### src/rtl/fetch_unit.sv
// Instruction-fetch stage: owns the PC, issues in-order imem requests, buffers the
// returned words in a small prefetch FIFO and drives the registered decode-stage slot.
module fetch_unit #(
  parameter logic [31:0] RESET_PC   = 32'h0000_0000,
  parameter int          FIFO_DEPTH = 2
) (
  input  logic        clk_i,
  input  logic        rst_n_i,
  output logic        imem_req_o,
  output logic [31:0] imem_addr_o,
  input  logic        imem_gnt_i,
  input  logic        imem_rvalid_i,
  input  logic [31:0] imem_rdata_i,
  input  logic        incr_pc_i,
  input  logic        stall_i,
  input  logic        redirect_i,
  input  logic [31:0] redirect_pc_i,
  output logic [31:0] d_inst_o,
  output logic [31:0] d_pc_o,
  output logic        d_valid_o
);

  localparam int          PW  = $clog2(FIFO_DEPTH);
  localparam int          CW  = PW + 1;
  localparam int          SW  = CW + 1;
  localparam logic [31:0] NOP = 32'h0000_0013;

  logic [31:0]   fetch_pc_q, fetch_pc_d;
  logic [CW-1:0] outstanding_q, outstanding_d;
  logic [CW-1:0] discard_q, discard_d;
  logic [CW-1:0] fifo_cnt_q, fifo_cnt_d;
  logic [PW-1:0] fifo_wr_q, fifo_wr_d, fifo_rd_q, fifo_rd_d;
  logic [PW-1:0] pcq_wr_q, pcq_wr_d, pcq_rd_q, pcq_rd_d;
  logic [31:0]   d_inst_q, d_inst_d, d_pc_q, d_pc_d;
  logic          d_valid_q, d_valid_d;

  logic [31:0] fifo_inst_mem [FIFO_DEPTH];
  logic [31:0] fifo_pc_mem   [FIFO_DEPTH];
  logic [31:0] pcq_mem       [FIFO_DEPTH];

  logic [SW-1:0] inflight;
  logic          accept, push, pop, fifo_nonempty;

  // Credit covers both buffered words and responses still owed, so the FIFO never overflows.
  assign inflight      = SW'(outstanding_q) + SW'(fifo_cnt_q);
  assign imem_req_o    = rst_n_i && !redirect_i && (inflight < SW'(FIFO_DEPTH));
  assign imem_addr_o   = fetch_pc_q;
  assign accept        = imem_req_o && imem_gnt_i;
  assign fifo_nonempty = (fifo_cnt_q != '0);
  assign push          = imem_rvalid_i && (discard_q == '0) && !redirect_i;
  assign pop           = !redirect_i && !stall_i && incr_pc_i && fifo_nonempty;

  always_comb begin
    fetch_pc_d    = fetch_pc_q;
    outstanding_d = outstanding_q + CW'(accept) - CW'(imem_rvalid_i);
    discard_d     = discard_q;
    fifo_cnt_d    = fifo_cnt_q + CW'(push) - CW'(pop);
    fifo_wr_d     = fifo_wr_q + PW'(push);
    fifo_rd_d     = fifo_rd_q + PW'(pop);
    pcq_wr_d      = pcq_wr_q + PW'(accept);
    pcq_rd_d      = pcq_rd_q + PW'(imem_rvalid_i);
    if (redirect_i) begin
      fetch_pc_d = redirect_pc_i & ~32'h3;
      // Every response still owed after this cycle belongs to the abandoned path.
      discard_d  = outstanding_q - CW'(imem_rvalid_i);
      fifo_cnt_d = '0;
      fifo_wr_d  = '0;
      fifo_rd_d  = '0;
    end else begin
      if (accept) fetch_pc_d = fetch_pc_q + 32'd4;
      if (imem_rvalid_i && (discard_q != '0)) discard_d = discard_q - CW'(1);
    end
  end

  always_comb begin
    d_inst_d  = d_inst_q;
    d_pc_d    = d_pc_q;
    d_valid_d = d_valid_q;
    if (redirect_i) begin
      d_inst_d  = NOP;
      d_valid_d = 1'b0;
    end else if (!stall_i && incr_pc_i) begin
      if (fifo_nonempty) begin
        d_inst_d  = fifo_inst_mem[fifo_rd_q];
        d_pc_d    = fifo_pc_mem[fifo_rd_q];
        d_valid_d = 1'b1;
      end else begin
        d_inst_d  = NOP;
        d_valid_d = 1'b0;
      end
    end
  end

  always_ff @(posedge clk_i or negedge rst_n_i) begin
    if (!rst_n_i) begin
      fetch_pc_q    <= RESET_PC;
      outstanding_q <= '0;
      discard_q     <= '0;
      fifo_cnt_q    <= '0;
      fifo_wr_q     <= '0;
      fifo_rd_q     <= '0;
      pcq_wr_q      <= '0;
      pcq_rd_q      <= '0;
      d_inst_q      <= NOP;
      d_pc_q        <= '0;
      d_valid_q     <= 1'b0;
    end else begin
      fetch_pc_q    <= fetch_pc_d;
      outstanding_q <= outstanding_d;
      discard_q     <= discard_d;
      fifo_cnt_q    <= fifo_cnt_d;
      fifo_wr_q     <= fifo_wr_d;
      fifo_rd_q     <= fifo_rd_d;
      pcq_wr_q      <= pcq_wr_d;
      pcq_rd_q      <= pcq_rd_d;
      d_inst_q      <= d_inst_d;
      d_pc_q        <= d_pc_d;
      d_valid_q     <= d_valid_d;
    end
  end

  // Storage needs no reset: pointers and counts alone define which entries are live.
  always_ff @(posedge clk_i) begin
    if (push) begin
      fifo_inst_mem[fifo_wr_q] <= imem_rdata_i;
      fifo_pc_mem[fifo_wr_q]   <= pcq_mem[pcq_rd_q];
    end
    if (accept) pcq_mem[pcq_wr_q] <= fetch_pc_q;
  end

  assign d_inst_o  = d_inst_q;
  assign d_pc_o    = d_pc_q;
  assign d_valid_o = d_valid_q;

endmodule

### config.mk
export PLATFORM = sky130hd
export DESIGN_NAME = fetch_unit
export DESIGN_NICKNAME = d
export VERILOG_FILES = /design/src/rtl/fetch_unit.sv
export SDC_FILE = /design/constraint.sdc
export NUM_CORES = 1
export LEC_CHECK = 0
export BUFFER_PORTS_ARGS = -buffer_cell sky130_fd_sc_hd__buf_2
export CORE_MARGIN = 5
export CORE_UTILIZATION = 30
export CTS_CLUSTER_DIAMETER = 80
export DETAILED_ROUTE_END_ITERATION = 10
export GPL_ROUTABILITY_DRIVEN = 0
export PLACE_DENSITY = 0.56
export SLEW_MARGIN = 30
export SYNTH_ARGS = -nofsm -noshare
export SYNTH_HDL_FRONTEND = slang
export SYNTH_SLANG_ARGS = --single-unit
### constraint.sdc
create_clock -name clk_i -period 2.97 [get_ports clk_i]
set_clock_uncertainty 0.1 [all_clocks]
set_input_delay 0.594 -clock clk_i [delete_from_list [all_inputs] [get_ports clk_i]]
set_output_delay 0.594 -clock clk_i [all_outputs]
set_load 0.02 [all_outputs]
== Yosys cells after proc, flatten, opt, wreduce, memory -nomap -nowiden ==
Memory sizes are Yosys's and may differ from the RTL's. A register that Yosys moved wholly into a read port is not among the register bits.
Cells that the tools add are included.

* Register bits: 75
* Latch bits: 0
* Memory bits (writable): 192
* Bits in read-only memories: 0
* Input port bits: 71
* Output and inout bits: 98
* Logic and storage cells: 64
* Memories: 3

* Add/sub/neg operators: 12
* Multiply operators: 0
* Divide/modulo/power cells: 0
* Magnitude comparators: 1
* Equality and inequality tests: 0
* Shift-type cells: 0
* Multiplexer cells: 17
* Bitwise logic cells: 1
* Reductions and logical operators: 20

{| class="wikitable"
|+ Memory list
! memory !! words !! bits a word !! read ports !! clocked after memory_dff !! write ports !! line !! source
|-
| fifo_inst_mem || 2 || 32 || 1 || 0 || 1 || 37 || <nowiki>logic [31:0] fifo_inst_mem [FIFO_DEPTH];</nowiki>
|-
| fifo_pc_mem || 2 || 32 || 1 || 1 || 1 || 38 || <nowiki>logic [31:0] fifo_pc_mem [FIFO_DEPTH];</nowiki>
|-
| pcq_mem || 2 || 32 || 1 || 0 || 1 || 39 || <nowiki>logic [31:0] pcq_mem [FIFO_DEPTH];</nowiki>
|}

{| class="wikitable"
|+ Operator list
! kind !! number
|-
| $mux 32 || 5
|-
| $add 32x3->32 const B || 1
|-
| $logic_and 1x1->1 || 10
|-
| $reduce_bool 2->1 || 5
|-
| $mux 1 || 9
|-
| $mux 2 || 3
|-
| $sub 2x1->2 || 3
|-
| $add 1x1->1 || 4
|-
| $add 2x1->2 || 2
|-
| $add 2x2->3 || 1
|-
| $logic_not 1->1 || 3
|-
| $lt 3x2->1 const B || 1
|-
| $reduce_and 3->1 || 1
|-
| $logic_not 2->1 || 1
|-
| $sub 2x1->2 const B || 1
|-
| $not 1->1 || 1
|}

== Depth between registers and ports, before layout ==
Gate-level depths: netlist of the first run.

* Depth in word-level cells: 6
* Depth in mapped cells: 10
* Gate-level depth less buffers: 9

== Least setup slack after synthesis of the first run ==
Ideal clock, no wire load.

* Path kind: in2reg
* Start point: input port redirect_i
* End point: memory fifo_inst_mem[1][0] (enable)
* Setup time: 0.427 ns
* Arrival time: 2.901 ns
* Required time: 2.443 ns
* Slack: -0.458 ns
* Stages on the path: 6
* Path buffers: 2
* Cells stage by stage: clkbuf_1 -> inv_2 -> buf_1 -> nand3_1 -> inv_1 -> ha_1

* Longest elaborated chain between the ends: 4

{| class="wikitable"
|+ Ends and longest elaborated chain
! element !! line !! source
|-
| start, declared || 16 || <nowiki>input logic redirect_i,</nowiki>
|-
| $logic_not 1->1 || 50 || <nowiki>assign push = imem_rvalid_i && (discard_q == '0) && !redirect_i;</nowiki>
|-
| $logic_and 1x1->1 || 50 ||
|-
| $mux 1 || 124 || <nowiki>if (push) begin</nowiki>
|-
| $mux 1 (not written as such) || 125 || <nowiki>fifo_inst_mem[fifo_wr_q] <= imem_rdata_i;</nowiki>
|-
| end, declared || 37 ||
|}

No other way between the ends.

== Worst setup path in the final report of the first run ==
* Start point: register outstanding_q[0]
* End point: register fetch_pc_q[26] (netlist: imem_addr_o[26])

* Longest elaborated chain between the ends: 5

{| class="wikitable"
|+ Ends and longest elaborated chain
! element !! line !! source
|-
| start, declared || 29 || <nowiki>logic [CW-1:0] outstanding_q, outstanding_d;</nowiki>
|-
| start signal, assigned || 109 || <nowiki>outstanding_q <= outstanding_d;</nowiki>
|-
| $add 2x2->3 || 45 || <nowiki>assign inflight = SW'(outstanding_q) + SW'(fifo_cnt_q);</nowiki>
|-
| $lt 3x2->1 || 46 || <nowiki>assign imem_req_o = rst_n_i && !redirect_i && (inflight < SW'(FIFO_DEPTH));</nowiki>
|-
| $logic_and 1x1->1 || 46 ||
|-
| $logic_and 1x1->1 || 48 || <nowiki>assign accept = imem_req_o && imem_gnt_i;</nowiki>
|-
| $reduce_bool 2->1 (no source line) || - ||
|-
| end signal, assigned || 108 || <nowiki>fetch_pc_q <= fetch_pc_d;</nowiki>
|-
| end, declared || 28 || <nowiki>logic [31:0] fetch_pc_q, fetch_pc_d;</nowiki>
|}

No other way between the ends.
A chain may end at the register's enable or synchronous reset.

==> flow_metrics.tcl, run 1 <==
set metrics [dict create \
    h-tree-depth 2 \
    max_cap_violations 0 \
    synth_fa_ha_area_frac 0.0141 \
    cts_buffers 34 \
    async_flop_share 0.359 \
    clock_power_share 0.377 \
    grt_pass1_wl_mm 41.0 \
    ant_nets 0 \
    crit_type "reg2reg" \
    synthSimpleGateAreaFrac 0.0864 \
    vias 6824 \
    grt_pass1_vias 6815 \
    synthCells 778 \
    netlist_area_mm2 0.0112 \
    yosys_most_used_dff "edfxtp_1" \
    fill_cells 3555 \
    worst_hold_slack_ns 0.0611 \
    drt_iter0_markers 343 \
    period_needed_ns 2.82 \
    clk_path_buf_depth 3 \
    port_buffers 162 \
    synth_top_family_by_area "simple AND/OR/NAND/NOR gates" \
    sw_frac_of_total 0.271 \
    ys_seq_area_frac 0.723 \
    tritoncts "built" \
    multi_input_area_mm2 0.00296 \
    drive_gt1_frac 0.284 \
    synth_compound_area_frac 0.0569 \
    firstDrtPassIters 4 \
    ys_ff_latch 287 \
    row_count 70 \
    reg2reg_from "outstanding_q[0]" \
    outcome "finished, final reports clean" \
    cts-root-buf "clkbuf_16" \
    die_h_um 203 \
    power_leakage_nw 5.28 \
    wl_per_cell_um 18.5 \
    ys_top_cells_by_area "edfxtp_1 49%, dfrtp_1 22%, mux2i_1 5.6%, mux2_2 3.0%, nand2_1 2.1%" \
    synth_top_area_cell "edfxtp_1" \
    clk_pin_slew_ns 0.06 \
    drv_slew 0 \
    drc 0 \
    synth.distinct_cells 46 \
    p_switching_mw 3.04 \
    finalSetupViolCount 0 \
    yosysMostFrequentCell "edfxtp_1" \
    total_power_mw 11.2 \
    synth_xor_area_frac 0.0133 \
    antennaDiodeCount 0 \
    initial_core_util 0.305 \
    combPwrFrac 0.170 \
    seq_area_mm2 0.00811 \
    hold_class "in2async" \
    grt_setup_unrepaired "false" \
    grt_max_degree 49 \
    worst-slew-pin-transition_ns 0.665 \
    synth_warnings 0 \
    relSlewSlack 0.556 \
    area_growth_pct 24.1 \
    arrival_ns 3.14 \
    wirelength_mm 27.0 \
    nets 1048 \
    p_int_mw 8.18 \
    critPathLaunchType "flop" \
    critPathRequiredTime_ns 3.29 \
    end_kind "flop" \
    worstSetupStartpoint "outstanding_q[0]" \
    grt-ovfl-total 0 \
    synth_edf_count 184 \
    fp.dieW_um 203 \
    seq_power_share 0.453 \
    cp_max_fo 5 \
    clk_latency_ns 0.52 \
    synth_mux_area_frac 0.0863 \
    ys_top_cells_by_count "184 x edfxtp_1, 100 x dfrtp_1, 63 x mux2i_1, 63 x nand2_1, 56 x nor2_1" \
    ir_drop_uv 377 \
    fin_crit_sh 0.950 \
    setup_tns_ns 0 \
    core_mm2 0.0368 \
    p_per_area_mw_per_mm2 806 \
    cts.sinks 287 \
    finalHoldViolCount 0 \
    via_per_inst 4.68 \
    grt_usage 0.128 \
    hpwlAfterDp_mm 18.3 \
    antenna_found_initial 1 \
    fmax_ghz 0.354 \
    avgSynthCellArea_um2 14.4 \
    synth_top_area_frac 0.492 \
    die_area_mm2 0.0414 \
    pin_count 169 \
    post-cts-setup-buffers 0 \
]
-- per-layer routing --
metal,vias to the layer above,global-route usage,wire length [um]
met5,-,0,13
met4,2,0.0313,431
met3,37,0.0353,1690
met2,150,0.210,12800
met1,3369,0.169,12000
li1,3266,-,-
-- final cells by class --
class / count / share of cell area
clock buffer: 44 / 0.0661
clock inverter: 18 / 0.0169
inverter: 17 / 0.00458
multi-input combinational: 438 / 0.212
sequential: 287 / 0.583
tap: 468 / 0.0421
timing repair buffer: 187 / 0.0755
-- power groups by stage --
| stage | clock [mW] | combinational [mW] | sequential [mW] |
|---|---|---|---|
| after floorplan | 0 | 0.871 | 5.44 |
| after global placement | 0 | 1.92 | 5.15 |
| after detailed placement | 0 | 1.94 | 5.18 |
| after CTS | 4.35 | 1.95 | 5.10 |
| after global routing | 4.51 | 2.10 | 5.15 |
| final | 4.23 | 1.90 | 5.09 |
-- registers in the layout, indices dropped and copies added, names as in the netlist --
signal / count
outstanding_q: 2
imem_addr_o: 30
pcq_wr_q: 1
pcq_mem: 60
pcq_rd_q: 1
fifo_pc_mem: 60
fifo_wr_q: 1
fifo_cnt_q: 2
discard_q: 2
d_pc_o: 30
d_valid_o: 1
fifo_inst_mem: 64
fifo_rd_q: 1
d_inst_o: 32
-- what timing repair did --
item                                    4_1_cts  5_1_grt
hold endpoints to repair                      0        0
hold buffers                                  0        0
endpoints found under the setup margin        2        9
gates resized for setup                       1        4
-- critical path: stages (launching register included) --
cell and delay (ns):
dfrtp_1 0.39, and2_1 0.17, fa_1 0.50, nand4bb_4 0.27
or4b_4 0.61, or4_1 0.51, a31oi_1 0.16
-- final timing paths --
kind / cells past startpoint / slack (ns) / end
worst max register to register: 6 / 0.15 / imem_addr_o[26]
min in group clk_i: 1 / 0.17 / fifo_inst_mem[0][2]
worst min-delay path: 2 / 0.06 / imem_addr_o[6]
max in group asynchronous: 3 / 1.68 / d_inst_o[20]
worst max-delay path: 6 / 0.15 / imem_addr_o[26]
worst min register to register: 2 / 0.37 / d_inst_o[15]
-- metrics by stage --
stage	util	cell area (um^2)	worst slack, ns	instances
floorplan	-	11200	-0.458	781
global placement	0.346	12700	0.0376	1397
detailed placement	0.346	12700	0.00210	1397
CTS	0.378	13900	0.0398	1459
global route	0.378	13900	0.0736	1459
finish	0.378	13900	0.149	1459
-- kinds of logic after synthesis --
kind of cell / count (synthesis)
and+or+nand+nor: 198
buffers and inverters: 56
AOI/OAI and AO/OA: 114
adders and majority gates: 12
DFF: 287
xor gates and xnor gates: 17
muxes: 93
other: 1
-- placed cells by master, fill, tap and decap left out, drive strengths merged, types with 3 or more instances in the layout --
cell type / instances
xnor2: 13
and2: 3
ha: 11
nand4: 11
xor2: 4
a31oi: 14
nor2: 56
a21oi: 37
inv: 17
or4: 11
edfxtp: 184
nand2: 63
dfstp: 3
nor4: 8
bufinv: 5
and4: 5
mux2: 30
or3: 5
o31ai: 11
o21ai: 45
conb: 4
mux2i: 63
buf: 187
nor2b: 3
nor3: 7
or2: 3
clkbuf: 44
nand3: 11
and3: 4
clkinv: 12
dfrtp: 100
Power figures use the tool's default switching activity.
==> inputs of run 2 (changes only) <==
--- a/config.mk
+++ b/config.mk
@@ -5,13 +5,14 @@
 export SDC_FILE = /design/constraint.sdc
 export NUM_CORES = 1
 export LEC_CHECK = 0
+export ABC_AREA = 1
 export BUFFER_PORTS_ARGS = -buffer_cell sky130_fd_sc_hd__buf_2
 export CORE_MARGIN = 5
-export CORE_UTILIZATION = 30
+export CORE_UTILIZATION = 55
 export CTS_CLUSTER_DIAMETER = 80
 export DETAILED_ROUTE_END_ITERATION = 10
 export GPL_ROUTABILITY_DRIVEN = 0
-export PLACE_DENSITY = 0.56
+export PLACE_DENSITY = 0.84
 export SLEW_MARGIN = 30
 export SYNTH_ARGS = -nofsm -noshare
 export SYNTH_HDL_FRONTEND = slang
==> constraint.sdc (replaced) <==
create_clock -name clk_i -period 3.06 [get_ports clk_i]
set_clock_uncertainty 0.1 [all_clocks]
set_input_delay 0.612 -clock clk_i [delete_from_list [all_inputs] [get_ports clk_i]]
set_output_delay 0.612 -clock clk_i [all_outputs]
set_load 0.02 [all_outputs]
==> run 2 against run 1 <==
  * Core utilization grew 27 points
  * Register-to-register slack better by 0.52 ns
  * Critical path depth up 1
  * Worst setup slack improved by 0.24 ns
  * Synthesized cell count grew 22%
  * Sequential share of layout area is 1.1 points higher
  * Combinational power fell by 3%
  * Power fell by 9.6%
  * Cell count fell by 2.9%
  * Largest power group unchanged
  * Highest routed layer is now met4
==> flow_metrics.tcl, run 2 <==
set metrics [dict create \
    rrSetupSlack_ns 0.67 \
    synth_warnings 0 \
    port_buffers 162 \
    max_cap_violations 0 \
    die_area_mm2 0.0243 \
    ys_seq_area_frac 0.694 \
    synth_top_family_by_area "simple AND/OR/NAND/NOR gates" \
    antenna_found_initial 0 \
    finalHoldViolCount 0 \
    drive_gt1_frac 0.252 \
    avgSynthCellArea_um2 12.3 \
    vias 7527 \
    worstHoldEndpoint "fifo_inst_mem[0][19]" \
    clk_path_buf_depth 3 \
    hp-start "imem_rdata_i[19]" \
    min_delay_path_depth 1 \
    total_power_mw 10.1 \
    ys_top_cells_by_area "edfxtp_1 47%, dfrtp_1 21%, nand2_1 6.5%, nor2_1 3.1%, mux2_2 2.9%" \
    yosysMostFrequentCell "nand2_1" \
    cp_slowest_cell "fa_1" \
    wl_met1_mm 10.1 \
    grt_pass1_wl_mm 38.6 \
    synth_top_area_cell "edfxtp_1" \
    period_needed_ns 2.67 \
    ir_drop_uv 422 \
    end_kind "output pin" \
    synth_xor_area_frac 0.00750 \
    clk_pin_slew_ns 0.06 \
    fmax_ghz 0.375 \
    crit_top_cell "inv_1" \
    via_per_inst 5.32 \
    synth_mux_area_frac 0.0538 \
    outcome "finished, final reports clean" \
    dpl_worst_slack_ns 0.664 \
    rr_endpoint "pcq_mem[0][11]" \
    reg2reg_from "fifo_cnt_q[0]" \
    synthCells 949 \
    arrival_ns 1.96 \
    ys_top_cells_by_count "202 x nand2_1, 184 x edfxtp_1, 100 x dfrtp_1, 98 x nor2_1, 56 x inv_1" \
    cts-root-buf "clkbuf_16" \
    netlist_area_mm2 0.0117 \
    firstDrtPassIters 5 \
    stdcell_count 1416 \
    wl_met2_mm 12.0 \
    cts.sinks 287 \
    synthSimpleGateAreaFrac 0.140 \
    critPathRequiredTime_ns 2.35 \
    die_h_um 156 \
    worst_hold_slack_ns 0.180 \
    critPathLaunchType "flop" \
    h-tree-depth 1 \
    power_leakage_nw 5.68 \
    crit_type "reg2out" \
    synth_fa_ha_area_frac 0.0135 \
    grt_setup_unrepaired "false" \
    largest_register_ffs 64 \
    wirelength_mm 24.4 \
    drv_slew 0 \
    final_cell_mix "202 x nand2_1, 184 x edfxtp_1, 161 x buf_2" \
    critPathBufInv 3 \
    pin_count 169 \
    finalSetupViolCount 0 \
    path_delay_family "adder cells" \
    p_per_area_mw_per_mm2 743 \
    largest-register "fifo_inst_mem" \
    wl_met3_mm 1.72 \
    fin_crit_sh 0.873 \
    async_flop_share 0.359 \
    grt_max_degree 96 \
    cts_buffers 28 \
    hold_class "in2reg" \
    setup_tns_ns 0 \
    synth_compound_area_frac 0.0516 \
    cts.repair.resized 0 \
    relSlewSlack 0.393 \
    max_stage_delay_ns 0.45 \
    drt_iter0_markers 604 \
    cp_max_fo 3 \
    ys_ff_latch 287 \
    wl_per_cell_um 17.2 \
    path_cells "nand2_1 -> inv_1 -> fa_1 -> nor2_2 -> nand3_1 -> inv_1 -> buf_2" \
    synth.distinct_cells 37 \
    clk_latency_ns 0.52 \
    dpl.cell_count 1363 \
    hpwlAfterDp_mm 15.8 \
    row_count 53 \
    synth_edf_count 184 \
    ant_nets 0 \
    top_layer_used "met4" \
    final_common_cell "nand2_1" \
    grt-ovfl-total 0 \
    reg_top3 "fifo_inst_mem: 64 flops, fifo_pc_mem: 60 flops, pcq_mem: 60 flops" \
    worst-slew-pin-transition_ns 0.911 \
    synth_top_area_frac 0.473 \
    grt_usage 0.199 \
    area_growth_pct 16.9 \
    grt_pass1_vias 7611 \
    initial_core_util 0.558 \
    tritoncts "built" \
    setup_slack_ns 0.390 \
    nets 1202 \
    fp.dieW_um 156 \
    core_mm2 0.0210 \
    reg2reg_depth 8 \
    drc 0 \
    antennaDiodeCount 0 \
    fill_cells 1498 \
    yosys_most_used_dff "edfxtp_1" \
]
[run 2: changes by cell type after synthesis, moves of 29 or more]
| cell | before | now |
|---|---|---|
| nand2_1 | 63 | 202 |
| nand3_1 | 10 | 54 |
| nor2_1 | 56 | 98 |
| inv_1 | 15 | 56 |
| mux2i_1 | 63 | 29 |
| a21oi_1 | 37 | 8 |
[run 2: cell type report]
class                           count  area, um^2  area share
Sequential cell                   287        8110       0.594
Multi-Input combinational cell    565        3130       0.229
Timing Repair Buffer              176         950      0.0695
Clock buffer                       44         832      0.0609
Tap cell                          275         344      0.0252
Inverter                           61         229      0.0168
Clock inverter                      8        61.3     0.00449
[run 2: per-stage QoR]
stage / utilization / instance area (um^2)
2_1_floorplan: - / 11700
3_3_place_gp: 0.608 / 12800
3_5_place_dp: 0.608 / 12800
4_1_cts: 0.652 / 13700
5_1_grt: 0.652 / 13700
6_report: 0.652 / 13700
[run 2: cells by family after synthesis]
family,Yosys count
buffers and inverters,100
adder cells (fa/ha/maj),12
multiplexers,59
XOR/XNOR,10
flip-flops,287
other,1
AND/OR/NAND/NOR,385
AO/OA/AOI/OAI,95
[run 2: power by group]
group | switching (mW) | internal [mW]
clock | 1.35 | 1.94
combinational | 1.17 | 0.670
sequential | 0.315 | 4.69
[run 2: repair_timing]
| item | in CTS | in global routing |
|---|---|---|
| hold endpoints to repair | 8 | 0 |
| hold buffers | 1 | 0 |
| setup buffers | 0 | 0 |
[run 2: routing by layer]
layer | vias up | GRT usage
met2 | 301 | 0.336
met1 | 3608 | 0.274
li1 | 3577 | -
met4 | 0 | 0.0617
met3 | 41 | 0.0258
met5 | - | 0
[run 2: how the worst max path moves through the flow]
stage                     endpoint  cells past startpoint  slack, ns        startpoint
2_1_floorplan  fifo_inst_mem[1][0]                      4      -0.26        redirect_i
3_3_place_gp         pcq_mem[0][8]                      8       0.70  outstanding_q[0]
3_5_place_dp         pcq_mem[0][5]                      8       0.66     fifo_cnt_q[0]
4_1_cts                 imem_req_o                      7       0.36     fifo_cnt_q[0]
5_1_grt                 imem_req_o                      7       0.25  outstanding_q[0]
6_report                imem_req_o                      7       0.39     fifo_cnt_q[0]
==> inputs of run 3 (changes only) <==
--- a/config.mk
+++ b/config.mk
@@ -7,12 +7,14 @@
 export LEC_CHECK = 0
 export ABC_AREA = 1
 export BUFFER_PORTS_ARGS = -buffer_cell sky130_fd_sc_hd__buf_2
-export CORE_MARGIN = 5
-export CORE_UTILIZATION = 55
+export CELL_PAD_IN_SITES_DETAIL_PLACEMENT = 1
+export CELL_PAD_IN_SITES_GLOBAL_PLACEMENT = 1
+export CORE_MARGIN = 10
+export CORE_UTILIZATION = 46
 export CTS_CLUSTER_DIAMETER = 80
 export DETAILED_ROUTE_END_ITERATION = 10
 export GPL_ROUTABILITY_DRIVEN = 0
-export PLACE_DENSITY = 0.84
+export PLACE_DENSITY = 0.87
 export SLEW_MARGIN = 30
 export SYNTH_ARGS = -nofsm -noshare
 export SYNTH_HDL_FRONTEND = slang
==> run 3 against run 2 <==
  * Register-to-register slack got worse by 0.28 ns
  * Critical endpoint unchanged
  * Critical path type unchanged
  * Combinational power increased by 4%
  * Sequential cell count stayed put
  * First-iteration DRC count is 23% lower
  * Core utilization fell by 10 points
==> flow_metrics.tcl, run 3 (same netlist as run 2, synthesis figures left out) <==
set metrics [dict create \
    largest-register "fifo_inst_mem" \
    crit_top_cell "inv_1" \
    grt_max_degree 96 \
    grt_setup_unrepaired "false" \
    ir_drop_uv 416 \
    arrival_ns 2.07 \
    reg2reg_depth 8 \
    ant_nets 0 \
    antenna_found_initial 0 \
    cts.repair.resized 0 \
    wirelength_mm 29.5 \
    max_stage_delay_ns 0.45 \
    end_kind "output pin" \
    port_buffers 162 \
    firstDrtPassIters 4 \
    pin_count 169 \
    cts.sinks 287 \
    clk_path_buf_depth 3 \
    period_needed_ns 2.78 \
    core_mm2 0.0251 \
    via_per_inst 5.23 \
    utilization 0.551 \
    stdcell_count 1476 \
    max_cap_violations 0 \
    worst-slew-pin-transition_ns 0.871 \
    post-cts-setup-buffers 0 \
    die_h_um 179 \
    initial_core_util 0.465 \
    drc 0 \
    critPathRequiredTime_ns 2.35 \
    drive_gt1_frac 0.257 \
    grt_pass1_wl_mm 46.0 \
    fin_crit_sh 0.910 \
    fill_cells 2659 \
    p_per_area_mw_per_mm2 762 \
    fp.dieW_um 179 \
    crit_type "reg2out" \
    total_power_mw 10.5 \
    cp_slowest_cell "fa_1" \
    finalHoldViolCount 0 \
    path_cells "nand2_1 -> inv_1 -> fa_1 -> nor2_2 -> nand3_1 -> inv_1 -> buf_2" \
    clk_latency_ns 0.54 \
    final_cell_mix "202 x nand2_1, 184 x edfxtp_1, 161 x buf_2" \
    largest_register_ffs 64 \
    critPathLaunchType "flop" \
    row_count 58 \
    drt_iter0_markers 464 \
    reg_top3 "fifo_inst_mem: 64 flops, fifo_pc_mem: 60 flops, pcq_mem: 60 flops" \
    tritoncts "built" \
    cp_max_fo 3 \
    vias 7723 \
    hpwlAfterDp_mm 20.0 \
    outcome "finished, final reports clean" \
    wl_per_cell_um 20.0 \
    die_area_mm2 0.0322 \
    final_common_cell "nand2_1" \
    area_growth_pct 18.4 \
    h-tree-depth 1 \
    cts_buffers 30 \
    grt-ovfl-total 0 \
    cts-root-buf "clkbuf_16" \
    ctsHoldBuffers 0 \
    clk_pin_slew_ns 0.06 \
    nets 1205 \
    fmax_ghz 0.359 \
    power_leakage_nw 5.72 \
    antennaDiodeCount 0 \
    finalSetupViolCount 0 \
    grt_usage 0.181 \
    dpl.cell_count 1420 \
    relSlewSlack 0.419 \
    hold_class "in2async" \
    grt_pass1_vias 8399 \
    drv_slew 0 \
]
[run 3: changes by cell type in the layout (fill, tap and decap cells not counted)]
cell | previous run | this run
clkbuf_1 | 10 | 9
clkbuf_8 | 5 | 3
clkinvlp_4 | 0 | 3
clkinv_2 | 4 | 3
bufinv_16 | 1 | 3
clkbuf_16 | 29 | 31
buf_4 | 11 | 13
inv_6 | 0 | 1
dlygate4sd3_1 | 1 | 0
[run 3: worst paths after layout]
| kind | start | to | slack [ns] |
|---|---|---|---|
| min | rst_n_i | d_inst_o[29] | 0.13 |
| min reg2reg | d_pc_o[28] | d_pc_o[28] | 0.38 |
| max reg2reg | fifo_cnt_q[0] | pcq_mem[0][25] | 0.39 |
| max | fifo_cnt_q[0] | imem_req_o | 0.28 |
| min in group clk_i | imem_rdata_i[13] | fifo_inst_mem[1][13] | 0.16 |
| max in group asynchronous | rst_n_i | imem_addr_o[22] | 1.41 |
[run 3: critical path: cells and delay by family (launching register included)]
kind	cells	cell delay, ns
adder cells (fa/ha/maj)	1	0.45
flip-flops	1	0.40
AND/OR/NAND/NOR	3	0.40
buffers and inverters	3	0.29
[run 3: final cells by class]
cell class              instances  area [um^2]  share of cell area
well taps                     330          413              0.0298
flip-flops and latches        287         8110               0.586
multi-input cells             565         3130               0.227
clock buffers                  43          851              0.0615
clock inverters                13          148              0.0107
inverters                      61          229              0.0165
repair buffers                177          955              0.0690
[run 3: through the flow]
step | instance area (um^2) | setup TNS, ns | hold WS, ns | setup slack (ns)
floorplan | 11700 | -32.57 | 0.216 | -0.263
global placement | 12800 | 0 | 0.349 | 0.481
detailed placement | 12800 | 0 | 0.364 | 0.408
CTS | 13800 | 0 | 0.134 | 0.221
global route | 13800 | 0 | 0.140 | 0.150
finish | 13800 | 0 | 0.131 | 0.276
[run 3: per-layer routing]
| layer | track usage | wire, um | part of all wire |
|---|---|---|---|
| met1 | 0.233 | 12600 | 0.43 |
| met3 | 0.0277 | 1680 | 0.057 |
| met4 | 0.0420 | 517 | 0.018 |
| met2 | 0.318 | 14700 | 0.50 |
| met5 | 0 | 0 | 0 |
[run 3: power breakdown]
group / total (mW) / switching (mW) / internal (mW) / leakage [nW]
clock network: 3.63 / 1.45 / 2.18 / 0.478
logic: 1.92 / 1.24 / 0.673 / 2.26
registers: 5.00 / 0.311 / 4.69 / 2.99
total: 10.5 / 3.00 / 7.55 / 5.72
